===== config.mk =====
export PLATFORM = sky130hd
export DESIGN_NAME = tff_bank_multimode
export DESIGN_NICKNAME = d
export VERILOG_FILES = /design/src/rtl/tff_bank_pkg.sv /design/src/rtl/tff_bank_sync.sv /design/src/rtl/tff_bank_multimode.sv
export SDC_FILE = /design/constraint.sdc
export NUM_CORES = 1
export LEC_CHECK = 0
export BUFFER_PORTS_ARGS = -buffer_cell sky130_fd_sc_hd__buf_4
export CORE_ASPECT_RATIO = 0.5
export CORE_MARGIN = 1
export CORE_UTILIZATION = 55
export DETAILED_ROUTE_END_ITERATION = 10
export HOLD_SLACK_MARGIN = 0.06
export PLACE_DENSITY = 0.82
export SYNTH_ARGS = -nofsm -noshare
export SYNTH_HDL_FRONTEND = slang
export SYNTH_SLANG_ARGS = --single-unit

===== constraint.sdc =====
create_clock -name clk -period 4.1 [get_ports clk]
set_clock_uncertainty 0.05 [all_clocks]
set_input_delay 1.23 -clock clk [delete_from_list [all_inputs] [get_ports clk]]
set_output_delay 1.23 -clock clk [all_outputs]
set_load 0.03 [all_outputs]

===== src/rtl/tff_bank_pkg.sv =====
// tff_bank_pkg: shared mode encoding and the per-bit next-state function
// for the multimode flip-flop bank (tff_bank_multimode).
package tff_bank_pkg;

  // Runtime-selectable flip-flop behaviour, shared by every channel.
  typedef enum logic [1:0] {
    MODE_D  = 2'd0,
    MODE_T  = 2'd1,
    MODE_JK = 2'd2,
    MODE_SR = 2'd3
  } mode_e;

  // Next state of a single bit.
  //   a = D / T / J / S operand, b = K / R operand (unused in D and T).
  // SR with S=R=1 holds the bit; flagging that case is left to the caller.
  function automatic logic next_bit(input mode_e m, input logic q,
                                    input logic a, input logic b);
    logic nb;
    nb = q;
    case (m)
      MODE_D:  nb = a;
      MODE_T:  nb = q ^ a;
      MODE_JK: begin
        case ({a, b})
          2'b00:   nb = q;
          2'b01:   nb = 1'b0;
          2'b10:   nb = 1'b1;
          default: nb = ~q;
        endcase
      end
      MODE_SR: begin
        case ({a, b})
          2'b01:   nb = 1'b0;
          2'b10:   nb = 1'b1;
          default: nb = q;
        endcase
      end
      default: nb = q;
    endcase
    return nb;
  endfunction

endpackage : tff_bank_pkg


===== src/rtl/tff_bank_sync.sv =====
// tff_bank_sync: WIDTH-bit two-flop synchroniser for the operand buses of
// tff_bank_multimode. Both stages reset to zero.
module tff_bank_sync #(
  parameter int WIDTH = 8
) (
  input  logic             clk,
  input  logic             rst,
  input  logic [WIDTH-1:0] d,
  output logic [WIDTH-1:0] q
);

  logic [WIDTH-1:0] stage1_reg;
  logic [WIDTH-1:0] stage2_reg;

  // Two back-to-back flops; the second stage feeds the update logic.
  always_ff @(posedge clk or posedge rst) begin
    if (rst) begin
      stage1_reg <= '0;
      stage2_reg <= '0;
    end else begin
      stage1_reg <= d;
      stage2_reg <= stage1_reg;
    end
  end

  assign q = stage2_reg;

endmodule : tff_bank_sync


===== src/rtl/tff_bank_multimode.sv =====
// tff_bank_multimode: bank of WIDTH flip-flop channels sharing one runtime
// mode (D, T, JK, SR), with clock enable, guarded mode writes, sticky
// SR-illegal flag and a saturating change-event counter.
// Optional build macro: INPUT_SYNC_EN -- passes a_in/b_in through a
// two-flop synchroniser (operand-to-q latency becomes 3 edges).
module tff_bank_multimode
  import tff_bank_pkg::*;
#(
  parameter int               WIDTH      = 8,
  parameter int               CNT_W      = 8,
  parameter logic [WIDTH-1:0] RESET_VAL  = {WIDTH{1'b0}},
  parameter logic [1:0]       RESET_MODE = 2'd1
) (
  input  logic             clk,
  input  logic             rst,
  input  logic             en,
  input  logic             mode_we,
  input  logic [1:0]       mode_in,
  input  logic [WIDTH-1:0] a_in,
  input  logic [WIDTH-1:0] b_in,
  input  logic             err_clr,
  output logic [WIDTH-1:0] q,
  output logic [WIDTH-1:0] q_n,
  output logic [1:0]       mode,
  output logic             chg,
  output logic [CNT_W-1:0] chg_cnt,
  output logic             sr_err
);

  // Operands as seen by the update logic (direct or synchronised).
  logic [WIDTH-1:0] a_op;
  logic [WIDTH-1:0] b_op;

  // State registers.
  logic [WIDTH-1:0] q_reg;
  mode_e            mode_reg;
  logic             chg_reg;
  logic [CNT_W-1:0] chg_cnt_reg;
  logic             sr_err_reg;
  logic             run_reg;

  // Next-state terms.
  logic [WIDTH-1:0] q_next;
  logic             changed;
  logic             sr_hit;
  logic             active_edge;
  logic             cnt_sat;

`ifdef INPUT_SYNC_EN
  tff_bank_sync #(.WIDTH(WIDTH)) u_sync_a (
    .clk (clk),
    .rst (rst),
    .d   (a_in),
    .q   (a_op)
  );

  tff_bank_sync #(.WIDTH(WIDTH)) u_sync_b (
    .clk (clk),
    .rst (rst),
    .d   (b_in),
    .q   (b_op)
  );
`else
  assign a_op = a_in;
  assign b_op = b_in;
`endif

  // Per-channel next state; all channels share the current mode.
  for (genvar gi = 0; gi < WIDTH; gi++) begin : g_chan
    assign q_next[gi] = next_bit(mode_reg, q_reg[gi], a_op[gi], b_op[gi]);
  end

  assign changed     = (q_next != q_reg);
  assign sr_hit      = (mode_reg == MODE_SR) && (|(a_op & b_op));
  assign active_edge = run_reg && en && !mode_we;
  assign cnt_sat     = (chg_cnt_reg == {CNT_W{1'b1}});

  // Reset is applied asynchronously; the first edge after release only
  // arms run_reg so that no update happens on the releasing cycle.
  always_ff @(posedge clk or posedge rst) begin
    if (rst) begin
      run_reg <= 1'b0;
    end else begin
      run_reg <= 1'b1;
    end
  end

  // Flip-flop state, mode register, change pulse and change counter.
  always_ff @(posedge clk or posedge rst) begin
    if (rst) begin
      q_reg       <= RESET_VAL;
      mode_reg    <= mode_e'(RESET_MODE);
      chg_reg     <= 1'b0;
      chg_cnt_reg <= '0;
    end else if (run_reg) begin
      if (mode_we) begin
        // Mode writes take priority over en and hold q for that edge.
        mode_reg <= mode_e'(mode_in);
        chg_reg  <= 1'b0;
      end else if (en) begin
        q_reg   <= q_next;
        chg_reg <= changed;
        if (changed && !cnt_sat) begin
          chg_cnt_reg <= chg_cnt_reg + CNT_W'(1);
        end
      end else begin
        chg_reg <= 1'b0;
      end
    end
  end

  // Sticky S=R=1 flag; a new hit wins over a simultaneous clear.
  always_ff @(posedge clk or posedge rst) begin
    if (rst) begin
      sr_err_reg <= 1'b0;
    end else if (run_reg) begin
      if (active_edge && sr_hit) begin
        sr_err_reg <= 1'b1;
      end else if (err_clr) begin
        sr_err_reg <= 1'b0;
      end
    end
  end

  assign q       = q_reg;
  assign q_n     = ~q_reg;
  assign mode    = mode_reg;
  assign chg     = chg_reg;
  assign chg_cnt = chg_cnt_reg;
  assign sr_err  = sr_err_reg;

endmodule : tff_bank_multimode


==> metrics.md <==
| Metric | Value |
|---|---|
| Pin count of the biggest net entering global routing | `22` |
| Vias | `between 1,500 and 2,000` |
| # IOs | `51` |
| Share of the synthesized area in the top cell type | `28.4%` |
| Hold_buf cts | `0` |
| Crit path cell chain | `buf_4, ha_1, mux2i_1, o22a_1, a32o_2, nor4_4, nand3_4, nand4_1, mux2_1` |
| Worst skew pair latency | `approximately 0.27 ns` |
| VDD IR max | `around 0.00038 V` |
| Syn Area/Cell | `approximately 9.6 µm²` |
| Diode count | `0` |
| Most area-consuming cells after synthesis | `dfrtp_1 28%, ha_1 12%, mux2i_1 6.8%, inv_1 5.5%, maj3_1 4.0%` |
| Chip width | `roughly 82 µm` |
| Worst-path clk slew | `around 0.080 ns` |
| Total clock sinks | `21` |
| Final WL | `approximately 3.9 mm` |
| Fin. max-slew vios | `0` |
| Final Critical Period | `3.16 ns` |
| Synth Net Count | `around 220` |
| Slowest library cell on the worst path | `mux2_1` |
| P_sw | `between 400 and 500 µW` |
| Wirelength per Cell | `between 10 and 15 µm` |
| Total CTS buffers | `3` |
| Residual DRC count | `0` |
| CTS max path bufs | `2` |
| Reg power frac | `32.6%` |
| CTS tree | `yes` |
| Placed wire-length estimate | `2.84 mm` |
| Total Power | `roughly 1.1 mW` |
| Commonest non-fill, non-tap cell in the layout | `buf_4` |
| First-pass iteration count of the detailed router | `4` |
| RSZ-0062 raised after global routing | `false` |
| Ys flop type | `dfrtp_1` |
| Drt initial violations | `about 110` |
| Hold Path Class | `reg2reg` |
| Clk root buf | `clkbuf_8` |
| Initial antenna violation count | `0` |
| Cell taking the most area after synthesis | `dfrtp_1` |
| Final Hold Vio Count | `0` |
| Capture point of the worst path | `chg_cnt[7]` |
| Number of synthesis warnings | `0` |
| Reg-to-reg startpoint | `mode[1]` |
| Logic pwr share | `a little over half` |
| Worst EP arrival | `approximately 3.3 ns` |
| Core area | `between 0.003 and 0.004 mm²` |
| Area Overhead vs Synth | `24.4%` |
| R2R Path End | `chg_cnt[7]` |
| Nets | `about 270` |
| Worst Tran Pin Value | `around 0.88 ns` |
| Setup crit start | `a_in[3]` |
| Pwr/cell area | `between 400 and 500 mW/mm²` |
| Mapped Cells | `roughly 180` |
| Resized cells post-CTS | `0` |
| Share of post-route cells with drive strength above 1 | `between 20% and 30%` |
| Status | `completed` |
| Leakage power | `between 1 and 1.5 nW` |
| R2r worst-path depth | `7` |
| Worst R2R Setup Slack | `approximately 1.3 ns` |
| Setup Fix Bufs, Post-CTS | `0` |
| Max-Cap Viols | `0` |
| Power share of the clock group | `between 10 and 15%` |
| Vias per cell | `between 5 and 6` |
| CTS H-Tree Depth | `1` |
| Maximum clock rate | `about 320 MHz` |
| Critical Path Start Type | `primary input` |
| CP Class | `in2reg` |
| Tcrit/Tclk final | `77.0%` |
| Setup Viol. Count Final | `0` |
| Grt ovf | `0` |
| Hold WS | `~0.44 ns` |
| Critical path peak fanout | `9` |
| CP required | `around 4.2 ns` |
| TNS Setup | `0 ns` |
| Seq cells post-synth | `21` |
| Sw frac | `a little under half` |
| Internal power | `568 µW` |
| Number of global-route vias before repair | `about 1,400` |
| Worst path max stage delay | `roughly 0.33 ns` |
| Cell Area, Synth | `0.00176 mm²` |
| Total GRT Usage | `approximately 25%` |
| Final core utilization | `between 70% and 80%` |
| Critical Path End Type | `register` |
| Commonest cells after routing, fill and taps aside | `50 x buf_4, 26 x inv_1, 20 x dfrtp_1, 17 x ha_1, 12 x mux2i_1` |
| Number of synthesized flops with an enable pin | `0` |
| DIE HEIGHT | `between 40 and 50 µm` |
| Unique cell type count in the Yosys netlist | `45` |
| Post-route ant nets | `0` |
| IO buf count | `50` |
| Asr flop ratio synth | `100%` |
| Global-route wire length before repair | `6.49 mm` |
| Initial core utilization | `between 50% and 60%` |
| FP Rows | `14` |
| Gpl congestion | `between 0.7 and 0.8` |
| Rel. slew slack | `a little over 40%` |
| Die area | `roughly 0.0034 mm²` |
| Seq/Total Area, Yosys | `29.9%` |
-- cells by family after synthesis --
family / share of synthesized area [%]
AO/OA/AOI/OAI: 18.8
AND/OR/NAND/NOR: 14.5
buffers and inverters: 8.03
adder cells (fa/ha/maj): 16.7
flip-flops: 29.9
multiplexers: 9.38
XOR/XNOR: 2.49
other: 0.213
-- Yosys cell counts (2+ instances only) --
cell type / number
inv_1: 26
o221ai_1: 6
nand2_1: 6
nand2b_2: 2
o21ai_0: 10
nor3_1: 2
and3_1: 5
a22o_1: 2
buf_2: 2
and4b_1: 3
dfrtp_1: 20
nor4_1: 2
nand4_1: 5
a21oi_1: 6
clkbuf_1: 2
o22a_1: 7
mux2i_1: 12
ha_1: 17
mux2_2: 2
o22ai_1: 10
mux2_1: 2
xnor2_1: 5
maj3_1: 7
buf_4: 2
-- power groups by stage --
stage               Combinational [mW]  Sequential [mW]  Clock [mW]
floorplan                        0.293            0.427           0
global placement                 0.556            0.344           0
detailed placement               0.563            0.347           0
CTS                              0.566            0.343       0.147
global route                     0.607            0.355       0.154
finish                           0.565            0.343       0.146
-- layout make-up --
cell class,count,area [µm²]
flip-flops and latches,21,527
repair buffers,50,375
well taps,40,50.0
clock buffers,3,41.3
multi-input cells,130,1090
fillers,245,840
inverters,26,97.6
clock inverters,1,7.51
-- critical path, delay by kind of cell --
| kind | cells | cell delay [ns] |
|---|---|---|
| AOI/OAI and AO/OA | 2 | 0.51 |
| adders and majority gates | 1 | 0.31 |
| buffers and inverters | 1 | 0.13 |
| muxes | 2 | 0.46 |
| and+or+nand+nor | 3 | 0.61 |
-- stage by stage --
stage | cells | cell area (µm²) | worst slack [ns]
5_1_grt | 271 | 2190 | 0.860
3_3_place_gp | 267 | 2140 | 0.751
2_1_floorplan | 184 | 1760 | 0.928
6_report | 271 | 2190 | 0.943
4_1_cts | 271 | 2190 | 0.942
3_5_place_dp | 267 | 2140 | 0.660
-- worst min path at each step --
stage | startpoint | endpoint | slack (ns) | depth (start not counted)
CTS | sr_err | sr_err | 0.45 | 1
floorplan | run_reg | chg | 0.42 | 1
global placement | sr_err | sr_err | 0.41 | 1
detailed placement | sr_err | sr_err | 0.43 | 1
finish | sr_err | sr_err | 0.44 | 1
global route | sr_err | sr_err | 0.46 | 1
-- layer usage --
metal  track usage, %  vias up  routed length (µm)
met4             2.46        0                  25
met1             35.1      764                1880
met3             4.57        4                 119
met5                0        -                   0
li1                 -      772                   -
met2             40.7       30                1860
No activity file was read; power rests on OpenSTA's default activity.
